--- config.mk ---
export PLATFORM = sky130hd
export DESIGN_NAME = nec_ir_tx
export DESIGN_NICKNAME = d
export VERILOG_FILES = /design/src/rtl/nec_ir_tx.sv
export SDC_FILE = /design/constraint.sdc
export NUM_CORES = 1
export LEC_CHECK = 0
export BUFFER_PORTS_ARGS = -buffer_cell sky130_fd_sc_hd__buf_2
export CAP_MARGIN = 20
export CORE_MARGIN = 4
export CORE_UTILIZATION = 39
export DETAILED_ROUTE_END_ITERATION = 10
export SYNTH_ARGS = -nofsm -noshare
export SYNTH_HDL_FRONTEND = slang
export SYNTH_SLANG_ARGS = --single-unit
--- constraint.sdc ---
create_clock -name clk -period 3.7 [get_ports clk]
set_input_delay 0.74 -clock clk [delete_from_list [all_inputs] [get_ports clk]]
set_output_delay 0.74 -clock clk [all_outputs]
set_load 0.01 [all_outputs]
--- src/rtl/nec_ir_tx.sv ---
// NEC infrared transmitter: sends {~cmd, cmd, ~addr, addr} LSB first as a full
// NEC frame (lead mark/space, 32 pulse-distance bits, stop mark, idle gap).
`timescale 1ns/1ps
module nec_ir_tx #(
  parameter int unsigned CLK_FREQ     = 50_000_000,
  parameter int unsigned CARRIER_FREQ = 38_000,
  parameter bit          CARRIER_EN   = 1'b1,
  parameter int unsigned GAP_US       = 40_000
) (
  input  logic       clk,
  input  logic       rst_n,
  input  logic       tx_start,
  input  logic [7:0] tx_addr,
  input  logic [7:0] tx_cmd,
  output logic       tx_busy,
  output logic       tx_done,
  output logic       ir_env,
  output logic       ir_out
);

  localparam logic [31:0] US           = 32'(CLK_FREQ / 1_000_000);
  localparam logic [31:0] T_LEAD_MARK  = 32'd9000 * US;
  localparam logic [31:0] T_LEAD_SPACE = 32'd4500 * US;
  localparam logic [31:0] T_BIT_MARK   = 32'd560 * US;
  localparam logic [31:0] T_ZERO_SPACE = 32'd560 * US;
  localparam logic [31:0] T_ONE_SPACE  = 32'd1690 * US;
  localparam logic [31:0] T_GAP        = 32'(GAP_US) * US;
  localparam logic [31:0] HALF         = 32'(CLK_FREQ / (2 * CARRIER_FREQ));

  typedef enum logic [2:0] {
    S_IDLE, S_LEAD_MARK, S_LEAD_SPACE, S_BIT_MARK, S_BIT_SPACE, S_STOP_MARK, S_GAP
  } state_t;

  state_t      state, state_d;
  logic [31:0] cnt, cnt_d;
  logic [31:0] ccnt, ccnt_d;
  logic [31:0] shreg, shreg_d;
  logic [5:0]  bit_cnt, bit_cnt_d;
  logic [31:0] dur;
  logic        at_end, carrier, car_d, env_d, done_d;

  // Duration of the current state; a 1 bit gets the long space.
  always_comb begin
    dur = T_LEAD_MARK;
    case (state)
      S_LEAD_SPACE:             dur = T_LEAD_SPACE;
      S_BIT_MARK, S_STOP_MARK:  dur = T_BIT_MARK;
      S_BIT_SPACE:              dur = shreg[0] ? T_ONE_SPACE : T_ZERO_SPACE;
      S_GAP:                    dur = T_GAP;
      default:                  dur = T_LEAD_MARK;
    endcase
  end

  assign at_end = (cnt == dur - 32'd1);

  // NOTE: every signal written here gets a default first, so no latch is inferred.
  always_comb begin
    state_d   = state;
    shreg_d   = shreg;
    bit_cnt_d = bit_cnt;
    done_d    = 1'b0;
    case (state)
      S_IDLE: begin
        bit_cnt_d = '0;
        if (tx_start) begin
          shreg_d = {~tx_cmd, tx_cmd, ~tx_addr, tx_addr};
          state_d = S_LEAD_MARK;
        end
      end
      S_LEAD_MARK:  if (at_end) state_d = S_LEAD_SPACE;
      S_LEAD_SPACE: if (at_end) state_d = S_BIT_MARK;
      S_BIT_MARK:   if (at_end) state_d = S_BIT_SPACE;
      S_BIT_SPACE: begin
        if (at_end) begin
          shreg_d   = {1'b0, shreg[31:1]};
          bit_cnt_d = bit_cnt + 6'd1;
          state_d   = (bit_cnt == 6'd31) ? S_STOP_MARK : S_BIT_MARK;
        end
      end
      S_STOP_MARK:  if (at_end) state_d = S_GAP;
      S_GAP: begin
        if (at_end) begin
          state_d = S_IDLE;
          done_d  = 1'b1;
        end
      end
      default:      state_d = S_IDLE;
    endcase

    cnt_d = (state_d != state || state == S_IDLE) ? '0 : cnt + 32'd1;
    env_d = (state_d == S_LEAD_MARK) || (state_d == S_BIT_MARK) || (state_d == S_STOP_MARK);

    // Carrier restarts high on each mark entry and is parked low during spaces.
    car_d  = 1'b0;
    ccnt_d = '0;
    if (env_d && state_d != state) begin
      car_d = 1'b1;
    end else if (env_d) begin
      car_d = carrier;
      if (ccnt == HALF - 32'd1) begin
        car_d = ~carrier;
      end else begin
        ccnt_d = ccnt + 32'd1;
      end
    end
  end

  // Outputs are registered from next-state values so they line up with the state.
  // NOTE: sequential state uses non-blocking assignments only.
  always_ff @(posedge clk) begin
    if (!rst_n) begin
      state   <= S_IDLE;
      cnt     <= '0;
      ccnt    <= '0;
      shreg   <= '0;
      bit_cnt <= '0;
      carrier <= 1'b0;
      tx_busy <= 1'b0;
      tx_done <= 1'b0;
      ir_env  <= 1'b0;
      ir_out  <= 1'b0;
    end else begin
      state   <= state_d;
      cnt     <= cnt_d;
      ccnt    <= ccnt_d;
      shreg   <= shreg_d;
      bit_cnt <= bit_cnt_d;
      carrier <= car_d;
      tx_busy <= (state_d != S_IDLE);
      tx_done <= done_d;
      ir_env  <= env_d;
      ir_out  <= CARRIER_EN ? (env_d & car_d) : env_d;
    end
  end

endmodule

==> qor.txt, run 1 <==
Hpwl dp = 8169 µm
Initial Utilization = 0.3971
Leakage Power = 2.122 nW
Top cells by area in the synthesized netlist = dfxtp_1 40%, xor2_1 7.3%, nor2_1 6.1%, nand2_1 5.9%, mux2i_1 3.8%
Share of total power in sequential cells = 0.507
Data arrival time of the critical path = 3.54 ns
Detailed-route DRC error count = 0
Worst path required time = 3.98 ns
Maximum achievable frequency = 307.3 MHz
Placement Rows = 43
Switching component of the power = 0.5686 mW
Max transition margin = 0.4967
Fraction of the yosys area taken by sequential cells = 0.4011
Highest net fanout along the worst path = 31
Util after Layout = 0.4355
Total Die Area = 16,040 µm²
Quantity of I/O buffers inserted on ports = 22
Total of flip-flops plus latches after synthesis = 110
Number of flops mapped to enable cells by yosys = 0
DRT Wirelength = 11,980 µm
Share of total power in the clock network = 0.438
Clock tree from TritonCTS = built
Setup repair after global routing missed its margin = false
Buffers inserted by post-CTS timing repair = 0
Distinct cell type count after synthesis = 59
Total Power Consumption = 2.442 mW
Warnings from Yosys = 0
Share of the synthesized area in the top cell type = 0.4011
Via count = 4,518
Number of clock buffers inserted by TritonCTS = 9
Number of cell instances on the worst register-to-register path = 10
Post-synth top area cell = dfxtp_1
Detailed-route wire length per cell = 14.08 µm
Final period util = 0.8794
Share of cells above drive strength 1 = 0.08942
Final-report setup violation count = 0
Final hold vios = 0
ANT cells = 0
CTS H-Tree Depth = 3
Number of top-level design ports = 23
Setup Crit Path Kind = register to register
Avg Synthesized Cell Area = 8.293 µm²
First-pass GRT wire length = 20,680 µm
Setup TNS = 0 ns
Most frequent cells after synthesis = 110 x dfxtp_1, 89 x nor2_1, 86 x nand2_1, 46 x xor2_1, 36 x nand3_1
Crit path time final = 3.254 ns
Number of sinks handled by clock tree synthesis = 110
Area of the core region = 13,830 µm²
Buffers from clock root to sink, at most = 2
Endpoint of the most critical register-to-register path = shreg[8]$_SDFFE_PN0P_
Worst Min Path Start = ccnt[0]$_SDFF_PP0_
Share of flip-flops with an asynchronous set or reset = 0
Min-Delay Path Class = register to register
Number of design-rule violations left by the first detailed-router iteration = 328
Number of nets with antenna violations after detailed routing = 0
Detailed-route vias per instance = 5.309
FF-to-FF setup slack = 0.45 ns
Areal power density over the cells = 405.6 nW/µm²
Synth-to-Final Area Change = 9.686%
Outcome = finished, final reports clean
Max-slew violation total from the final report = 0
Switching fraction of total power = 0.2328
Maximum number of pins on one net before global-route repair = 35
Combined global-route utilization of all metal layers = 0.1534
Gate count after technology mapping = 662
Count of instances resized after the clock tree is built = 0
Cell type of the slowest stage on the worst timing path = a222oi_1
Endpoint kind of the worst setup timing path = register
Gate power share = 0.055
Most common cell in the netlist = dfxtp_1
Min-Delay Path Depth = 1
Main flop type after synthesis = dfxtp_1
Clock root buffer = clkbuf_16
Area after detailed placement = 5694 µm²
Drt first pass iters = 4
Post-route standard cell area excluding fillers = 6022 µm²
Worst Hold Endpoint = ccnt[0]$_SDFF_PP0_
Final clock skew = 0.01217 ns
Vias in the first global route = 4,300
Height of the die = 126.7 µm
Post-synthesis cell area = 5490 µm²
Total gr overflow = 0
Clock insertion delay at the later pin of the skew report = 0.36 ns
DIE WIDTH = 126.7 µm
Antenna violations before repair = 0
Total of max-cap violations = 0
Clock transition at path regs = 0.08 ns
Total of hold buffers inserted after clock tree synthesis = 0
Syn nets = 686
Internal power = 1.874 mW
Final-stage net count = 690
Chain of cells forming the critical path = nor3b_2, nand2_1, ha_1, xor2_1, or3_1, a222oi_1, nand3_1, nand2_1, buf_4, mux2i_1
Worst VDD drop = 0.3459 mV
Category of the worst setup path launch point = register
Transition time at the pin with the least slew margin = 0.7480 ns
Most frequent cell on the critical path = nand2_1
Longest individual stage delay on the worst path = 0.60 ns
Final GP Congestion = 0.8839
Startpoint of the lowest-slack register-to-register path = state[2]$_SDFF_PN0_
layout make-up:
class | instances | area (µm²)
flip-flops and latches | 110 | 2202
clock buffers | 9 | 225.2
inverters | 12 | 45.04
well taps | 180 | 225.2
fillers | 1341 | 7805
multi-input cells | 500 | 3029
clock inverters | 7 | 102.6
repair buffers | 33 | 192.7
per-stage QoR:
stage,hold slack (ns),setup slack [ns],cells
floorplan,0.4173,0.2774,662
global placement,0.4295,0.6064,835
detailed placement,0.4367,0.5227,835
CTS,0.4474,0.4760,851
global route,0.4552,0.1772,851
finish,0.4486,0.4461,851
routing by layer:
layer | up-vias | wire length (µm) | global-route usage
met5 | - | 0 | 0
met4 | 0 | 210 | 0.04227
met3 | 18 | 448 | 0.03958
met2 | 73 | 5474 | 0.2410
met1 | 2101 | 5849 | 0.2095
li1 | 2326 | - | -
critical path: cells and delay by family, from the launching register on:
kind	cells	cell delay, ns
xor+xnor	1	0.15
compound gates	1	0.60
mux	1	0.25
simple gates	5	1.12
flops	1	0.43
buf+inv	1	0.38
fa+ha+maj	1	0.24
state kept, by name (all words and copies together) (netlist names):
signal,count
ir_out,1
ccnt,32
cnt,32
state,3
bit_cnt,6
carrier,1
tx_done,1
shreg,32
tx_busy,1
ir_env,1
cells by family (layout without fill, tap and decap cells):
logic type / after synthesis / count (layout) / share of synthesized area
AND/OR/NAND/NOR: 335 / 335 / 0.2992
flip-flops: 110 / 110 / 0.4011
AO/OA/AOI/OAI: 74 / 74 / 0.09777
XOR/XNOR: 64 / 64 / 0.1021
buffers and inverters: 52 / 61 / 0.04809
multiplexers: 22 / 22 / 0.04034
adder cells (fa/ha/maj): 5 / 5 / 0.01139
how the worst max path moves through the flow:
stage,from,endpoint,slack [ns],cells past startpoint
final,state[2]$_SDFF_PN0_,shreg[8]$_SDFFE_PN0P_,0.45,10
after global routing,state[2]$_SDFF_PN0_,cnt[16]$_SDFF_PP0_,0.18,10
after CTS,state[2]$_SDFF_PN0_,shreg[8]$_SDFFE_PN0P_,0.48,10
after detailed placement,state[2]$_SDFF_PN0_,shreg[9]$_SDFFE_PN0P_,0.52,10
after global placement,state[0]$_SDFF_PN0_,shreg[28]$_SDFFE_PN0P_,0.61,11
after floorplan,state[0]$_SDFF_PN0_,state[1]$_SDFF_PN0_,0.28,14
cells in the final DEF (no fill, tap or decap), types with 2 or more instances in the layout:
| master | instances |
|---|---|
| o21ai_0 | 7 |
| dfxtp_1 | 110 |
| and3_1 | 15 |
| o211ai_1 | 16 |
| nor4b_1 | 2 |
| ha_1 | 5 |
| buf_4 | 11 |
| nand2b_1 | 6 |
| xnor2_1 | 18 |
| nor3_1 | 33 |
| nor4_1 | 13 |
| and2b_1 | 2 |
| nand2_1 | 86 |
| o2111ai_1 | 2 |
| mux2i_1 | 21 |
| a21o_1 | 3 |
| a311oi_1 | 16 |
| nand4_1 | 18 |
| buf_2 | 22 |
| nand3_1 | 36 |
| or3_1 | 7 |
| bufinv_16 | 2 |
| clkbuf_16 | 9 |
| and2_1 | 2 |
| nor2_1 | 89 |
| a31oi_1 | 3 |
| nand3b_1 | 2 |
| a21oi_1 | 16 |
| xor2_1 | 46 |
| inv_1 | 11 |
| nand4b_1 | 2 |
| or4_1 | 2 |
| or2_0 | 2 |
| inv_6 | 2 |
| and4_1 | 5 |
power by group through the flow:
| stage | sequential (mW) | combinational (mW) | clock, mW |
|---|---|---|---|
| after floorplan | 1.26 | 0.105 | 0 |
| after global placement | 1.26 | 0.132 | 0 |
| after detailed placement | 1.27 | 0.136 | 0 |
| after CTS | 1.24 | 0.136 | 1.10 |
| after global routing | 1.24 | 0.151 | 1.14 |
| final | 1.24 | 0.134 | 1.07 |
Power figures use the tool's default switching activity.
==> run 2: changes to the inputs <==
==> config.mk (replaced) <==
export PLATFORM = sky130hd
export DESIGN_NAME = nec_ir_tx
export DESIGN_NICKNAME = d
export VERILOG_FILES = /design/src/rtl/nec_ir_tx.sv
export SDC_FILE = /design/constraint.sdc
export NUM_CORES = 1
export LEC_CHECK = 0
export BUFFER_PORTS_ARGS = -buffer_cell sky130_fd_sc_hd__buf_4
export CAP_MARGIN = 20
export CORE_MARGIN = 2
export CORE_UTILIZATION = 39
export DETAILED_ROUTE_END_ITERATION = 10
export PLACE_DENSITY = 0.56
export SYNTH_ARGS = -nofsm -noshare
export SYNTH_HDL_FRONTEND = slang
export SYNTH_SLANG_ARGS = --single-unit
==> run 2 against run 1 <==
Design area is 0.54% higher; sequential power about the same; global-route usage is 1.9 points higher; via count rose by 1.5%; critical endpoint is now cnt[21]$_SDFF_PP0_; clock power shrank 5%; cell count stayed put; register-to-register slack worse by 0.09 ns.
==> qor.txt, run 2 (same netlist as run 1, synthesis figures left out) <==
Detailed-route DRC error count = 0
Antenna violations before repair = 0
Crit path time final = 3.341 ns
Final clock skew = 0.01168 ns
Areal power density over the cells = 395.8 nW/µm²
Commonest cells after routing, fill and taps aside = 110 x dfxtp_1, 89 x nor2_1, 86 x nand2_1
Cell type of the slowest stage on the worst timing path = dfxtp_1
Number of top-level design ports = 23
Detailed-route wire length per cell = 14.42 µm
Buffers inserted by post-CTS timing repair = 0
Area after detailed placement = 5749 µm²
Final-stage net count = 690
Placement Rows = 43
Drt first pass iters = 5
Buffers from clock root to sink, at most = 2
Clock tree from TritonCTS = built
Detailed-route vias per instance = 5.389
Post-route standard cell area excluding fillers = 6055 µm²
Worst VDD drop = 0.2196 mV
Number of nets with antenna violations after detailed routing = 0
Chain of cells forming the critical path = nor3b_2, nand2_1, ha_1, xor2_1, or3_1, a222oi_1, nand4_2, nand3_1, buf_4, nor2_1
GR Util met1 = 0.2399
Via count = 4,586
Initial Utilization = 0.3971
Min-Delay Path Class = register to register
Total Die Area = 15,040 µm²
Cell type group with the largest total delay on the critical path = simple AND/OR/NAND/NOR gates
GR met3 Demand/Resource = 0.03253
Category of the worst setup path launch point = register
Hpwl dp = 8361 µm
Total of max-cap violations = 0
Worst path required time = 3.93 ns
Transition time at the pin with the least slew margin = 0.9224 ns
Max transition margin = 0.3794
DIE WIDTH = 122.7 µm
Max-slew violation total from the final report = 0
Global-route met2 utilization = 0.2656
Data arrival time of the critical path = 3.58 ns
Height of the die = 122.7 µm
Number of sinks handled by clock tree synthesis = 110
Setup TNS = 0 ns
Minimum setup slack in the final design = 0.3586 ns
Clock insertion delay at the later pin of the skew report = 0.36 ns
Quantity of I/O buffers inserted on ports = 22
Leakage Power = 2.126 nW
ANT cells = 0
Area of the core region = 13,830 µm²
Total Power Consumption = 2.396 mW
Final hold vios = 0
Clock root buffer = clkbuf_16
Final period util = 0.9031
Total of hold buffers inserted after clock tree synthesis = 0
Combined global-route utilization of all metal layers = 0.1723
Highest net fanout along the worst path = 32
Maximum number of pins on one net before global-route repair = 35
Number of design-rule violations left by the first detailed-router iteration = 409
Setup Crit Path Kind = register to register
Hold WS = 0.4546 ns
Leading cell type in the layout, fill and taps excluded = dfxtp_1
Total buffers and inverters traversed by the critical path = 1
Synth-to-Final Area Change = 10.28%
Endpoint kind of the worst setup timing path = register
Final-report setup violation count = 0
First-pass GRT wire length = 20,760 µm
Total gr overflow = 0
Maximum achievable frequency = 299.3 MHz
CTS H-Tree Depth = 3
Longest individual stage delay on the worst path = 0.53 ns
Vias in the first global route = 4,166
Biggest regs = ccnt (32), cnt (32), shreg (32)
Outcome = finished, final reports clean
Post-placement setup slack = 0.3881 ns
Number of clock buffers inserted by TritonCTS = 9
Clock transition at path regs = 0.07 ns
Setup repair after global routing missed its margin = false
Most Used Layer, Global Route = met2
DRT Wirelength = 12,270 µm
Share of cells above drive strength 1 = 0.08793
Final GP Congestion = 0.8959
Count of instances resized after the clock tree is built = 0
-- run 2: cell types whose count changed in the layout (fill, tap and decap cells not counted), sizes merged --
cell,change
bufinv,-1
clkbuf,+1
-- run 2: path summary, 6_finish.rpt --
path	start	end	slack, ns	cells past startpoint
max	state[2]$_SDFF_PN0_	cnt[21]$_SDFF_PP0_	0.36	10
min	ccnt[0]$_SDFF_PP0_	ccnt[0]$_SDFF_PP0_	0.45	1
max reg2reg	state[2]$_SDFF_PN0_	cnt[21]$_SDFF_PP0_	0.36	10
min reg2reg	ccnt[0]$_SDFF_PP0_	ccnt[0]$_SDFF_PP0_	0.45	1
-- run 2: cell type report --
cell class / instances / area [µm²]
Clock inverter: 6 / 76.32
Clock buffer: 10 / 229.0
Inverter: 12 / 45.04
Tap cell: 180 / 225.2
Multi-Input combinational cell: 500 / 3029
Sequential cell: 110 / 2202
Timing Repair Buffer: 33 / 247.7
Fill cell: 1360 / 7772
-- run 2: through the flow --
stage | utilization | instances
2_1_floorplan | - | 662
3_3_place_gp | 0.4158 | 835
3_5_place_dp | 0.4158 | 835
4_1_cts | 0.4379 | 851
5_1_grt | 0.4379 | 851
6_report | 0.4379 | 851
-- run 2: layer usage --
| layer | vias up | part of all wire |
|---|---|---|
| met2 | 99 | 0.45 |
| li1 | 2337 | - |
| met1 | 2138 | 0.49 |
| met5 | - | 0 |
| met3 | 12 | 0.043 |
| met4 | 0 | 0.015 |
-- run 2: worst reg2reg max path: cells and delay by family (launching register included) --
family | cells | cell delay (ns)
simple gates | 6 | 1.44
flops | 1 | 0.53
compound gates | 1 | 0.50
buf+inv | 1 | 0.34
fa+ha+maj | 1 | 0.25
xor+xnor | 1 | 0.16
-- run 2: where the power goes --
group	internal (mW)	switching, mW
Sequential	1.22	0.0214
Clock	0.539	0.478
Combinational	0.0614	0.0809
==> run 3: changes to the inputs <==
--- a/config.mk
+++ b/config.mk
@@ -9,8 +9,9 @@
 export CAP_MARGIN = 20
 export CORE_MARGIN = 2
 export CORE_UTILIZATION = 39
+export CTS_BUF_LIST = sky130_fd_sc_hd__clkbuf_8
 export DETAILED_ROUTE_END_ITERATION = 10
-export PLACE_DENSITY = 0.56
+export PLACE_DENSITY = 0.52
 export SYNTH_ARGS = -nofsm -noshare
 export SYNTH_HDL_FRONTEND = slang
 export SYNTH_SLANG_ARGS = --single-unit
==> run 3 against run 2 <==
Clock skew decreased by 0.0016 ns; sequential power about the same; clock power decreased by 24%; core utilization decreased by 0.68 points; non-clock buffer count increased by 1; combinational power about the same; worst setup slack improved by 0.096 ns; cell count unchanged; largest cell class unchanged; largest power group unchanged.
==> qor.txt, run 3 (same netlist as run 1, synthesis figures left out) <==
Outcome = finished, final reports clean
DRT Wirelength = 12,530 µm
Antenna violations before repair = 0
First-pass GRT wire length = 21,330 µm
Total of max-cap violations = 0
Worst VDD drop = 0.1670 mV
Biggest regs = ccnt (32), cnt (32), shreg (32)
Height of the die = 122.7 µm
Detailed-route DRC error count = 0
Max transition margin = 0.5240
Buffers inserted by post-CTS timing repair = 0
Endpoint of the most critical register-to-register path = cnt[27]$_SDFF_PP0_
Final GP Congestion = 0.8531
Number of clock buffers inserted by TritonCTS = 9
Area after detailed placement = 5757 µm²
Leading cell type in the layout, fill and taps excluded = dfxtp_1
ANT cells = 0
Transition time at the pin with the least slew margin = 0.7075 ns
FF-to-FF setup slack = 0.46 ns
Final clock skew = 0.01011 ns
Number of sinks handled by clock tree synthesis = 110
Data arrival time of the critical path = 3.52 ns
Final-report setup violation count = 0
Hold WS = 0.4598 ns
Post-route standard cell area excluding fillers = 5961 µm²
Maximum achievable frequency = 308.2 MHz
Detailed-route vias per instance = 5.347
Switching fraction of total power = 0.2443
Endpoint kind of the worst setup timing path = register
DIE WIDTH = 122.7 µm
Clock insertion delay at the later pin of the skew report = 0.40 ns
Hpwl dp = 8767 µm
Clock tree from TritonCTS = built
Startpoint of the lowest-slack register-to-register path = state[2]$_SDFF_PN0_
Setup TNS = 0 ns
GR Util met1 = 0.2522
Detailed-route wire length per cell = 14.73 µm
Number of top-level design ports = 23
GR met3 Demand/Resource = 0.04786
Total gr overflow = 0
Buffers from clock root to sink, at most = 2
Combined global-route utilization of all metal layers = 0.1783
Quantity of I/O buffers inserted on ports = 22
Non-filler cells in the finished layout = 851
Minimum setup slack in the final design = 0.4550 ns
Areal power density over the cells = 361.4 nW/µm²
Placement Rows = 43
Area of the core region = 13,830 µm²
Leakage Power = 2.088 nW
Final period util = 0.8770
Max-slew violation total from the final report = 0
Drt first pass iters = 4
Category of the worst setup path launch point = register
Worst Min Path Start = ccnt[0]$_SDFF_PP0_
CTS H-Tree Depth = 3
Internal power = 1.628 mW
Placed cell count = 836
Number of design-rule violations left by the first detailed-router iteration = 350
Min-Delay Path Depth = 1
Initial Utilization = 0.3971
Total Die Area = 15,040 µm²
Crit path time final = 3.245 ns
Final-stage net count = 691
Gate power share = 0.065
Vias in the first global route = 4,357
Share of total power in sequential cells = 0.575
Worst Hold Endpoint = ccnt[0]$_SDFF_PP0_
Total of hold buffers inserted after clock tree synthesis = 0
Most Used Layer, Global Route = met2
Setup Crit Path Kind = register to register
Clock transition at path regs = 0.11 ns
Share of cells above drive strength 1 = 0.08942
Switching component of the power = 0.5264 mW
Post-placement setup slack = 0.4430 ns
Highest net fanout along the worst path = 32
Synth-to-Final Area Change = 8.569%
Util after Layout = 0.4311
Min-Delay Path Class = register to register
Worst path required time = 3.98 ns
Final hold vios = 0
Maximum number of pins on one net before global-route repair = 35
Number of nets with antenna violations after detailed routing = 0
Global-route met2 utilization = 0.2688
Commonest cells after routing, fill and taps aside = 110 x dfxtp_1, 89 x nor2_1, 86 x nand2_1
Clock root buffer = clkbuf_8
Total Power Consumption = 2.154 mW
Count of instances resized after the clock tree is built = 0
Via count = 4,550
Share of total power in the clock network = 0.359
Number of cell instances on the worst register-to-register path = 10
Setup repair after global routing missed its margin = false
==> run 3: worst max-delay path: stages (launching register included) <==
cell and delay (ns):
dfxtp_1 0.49, nor3b_2 0.25, nand2_1 0.09, ha_1 0.25, xor2_1 0.16, or3_1 0.34
a222oi_1 0.51, nand4_2 0.39, nand3_1 0.20, buf_4 0.33, nor2_1 0.09
==> run 3: power by group through the flow <==
stage	combinational (mW)	clock, mW	sequential [mW]
after global routing	0.158	0.850	1.25
after CTS	0.143	0.809	1.24
final	0.140	0.774	1.24
after floorplan	0.105	0	1.26
after global placement	0.140	0	1.27
after detailed placement	0.143	0	1.27
==> run 3: cell type report <==
class                   instances  area, µm²
multi-input cells             500       3029
clock buffers                  11      151.4
well taps                     180      225.2
inverters                      12      45.04
clock inverters                 4      52.55
fillers                      1365       7866
flip-flops and latches        110       2202
repair buffers                 34      255.2
==> run 3: per-layer routing <==
metal	share of wire	vias up
met2	0.43	86
met3	0.044	8
met1	0.51	2130
met5	0	-
li1	-	2326
met4	0.010	0
==> run 3: how the worst max path moves through the flow <==
stage	end	start	slack [ns]
after floorplan	state[1]$_SDFF_PN0_	state[0]$_SDFF_PN0_	0.28
after global placement	cnt[16]$_SDFF_PP0_	state[2]$_SDFF_PN0_	0.46
after detailed placement	cnt[17]$_SDFF_PP0_	state[2]$_SDFF_PN0_	0.44
after CTS	cnt[18]$_SDFF_PP0_	state[2]$_SDFF_PN0_	0.42
after global routing	cnt[17]$_SDFF_PP0_	state[1]$_SDFF_PN0_	0.15
final	cnt[27]$_SDFF_PP0_	state[2]$_SDFF_PN0_	0.46
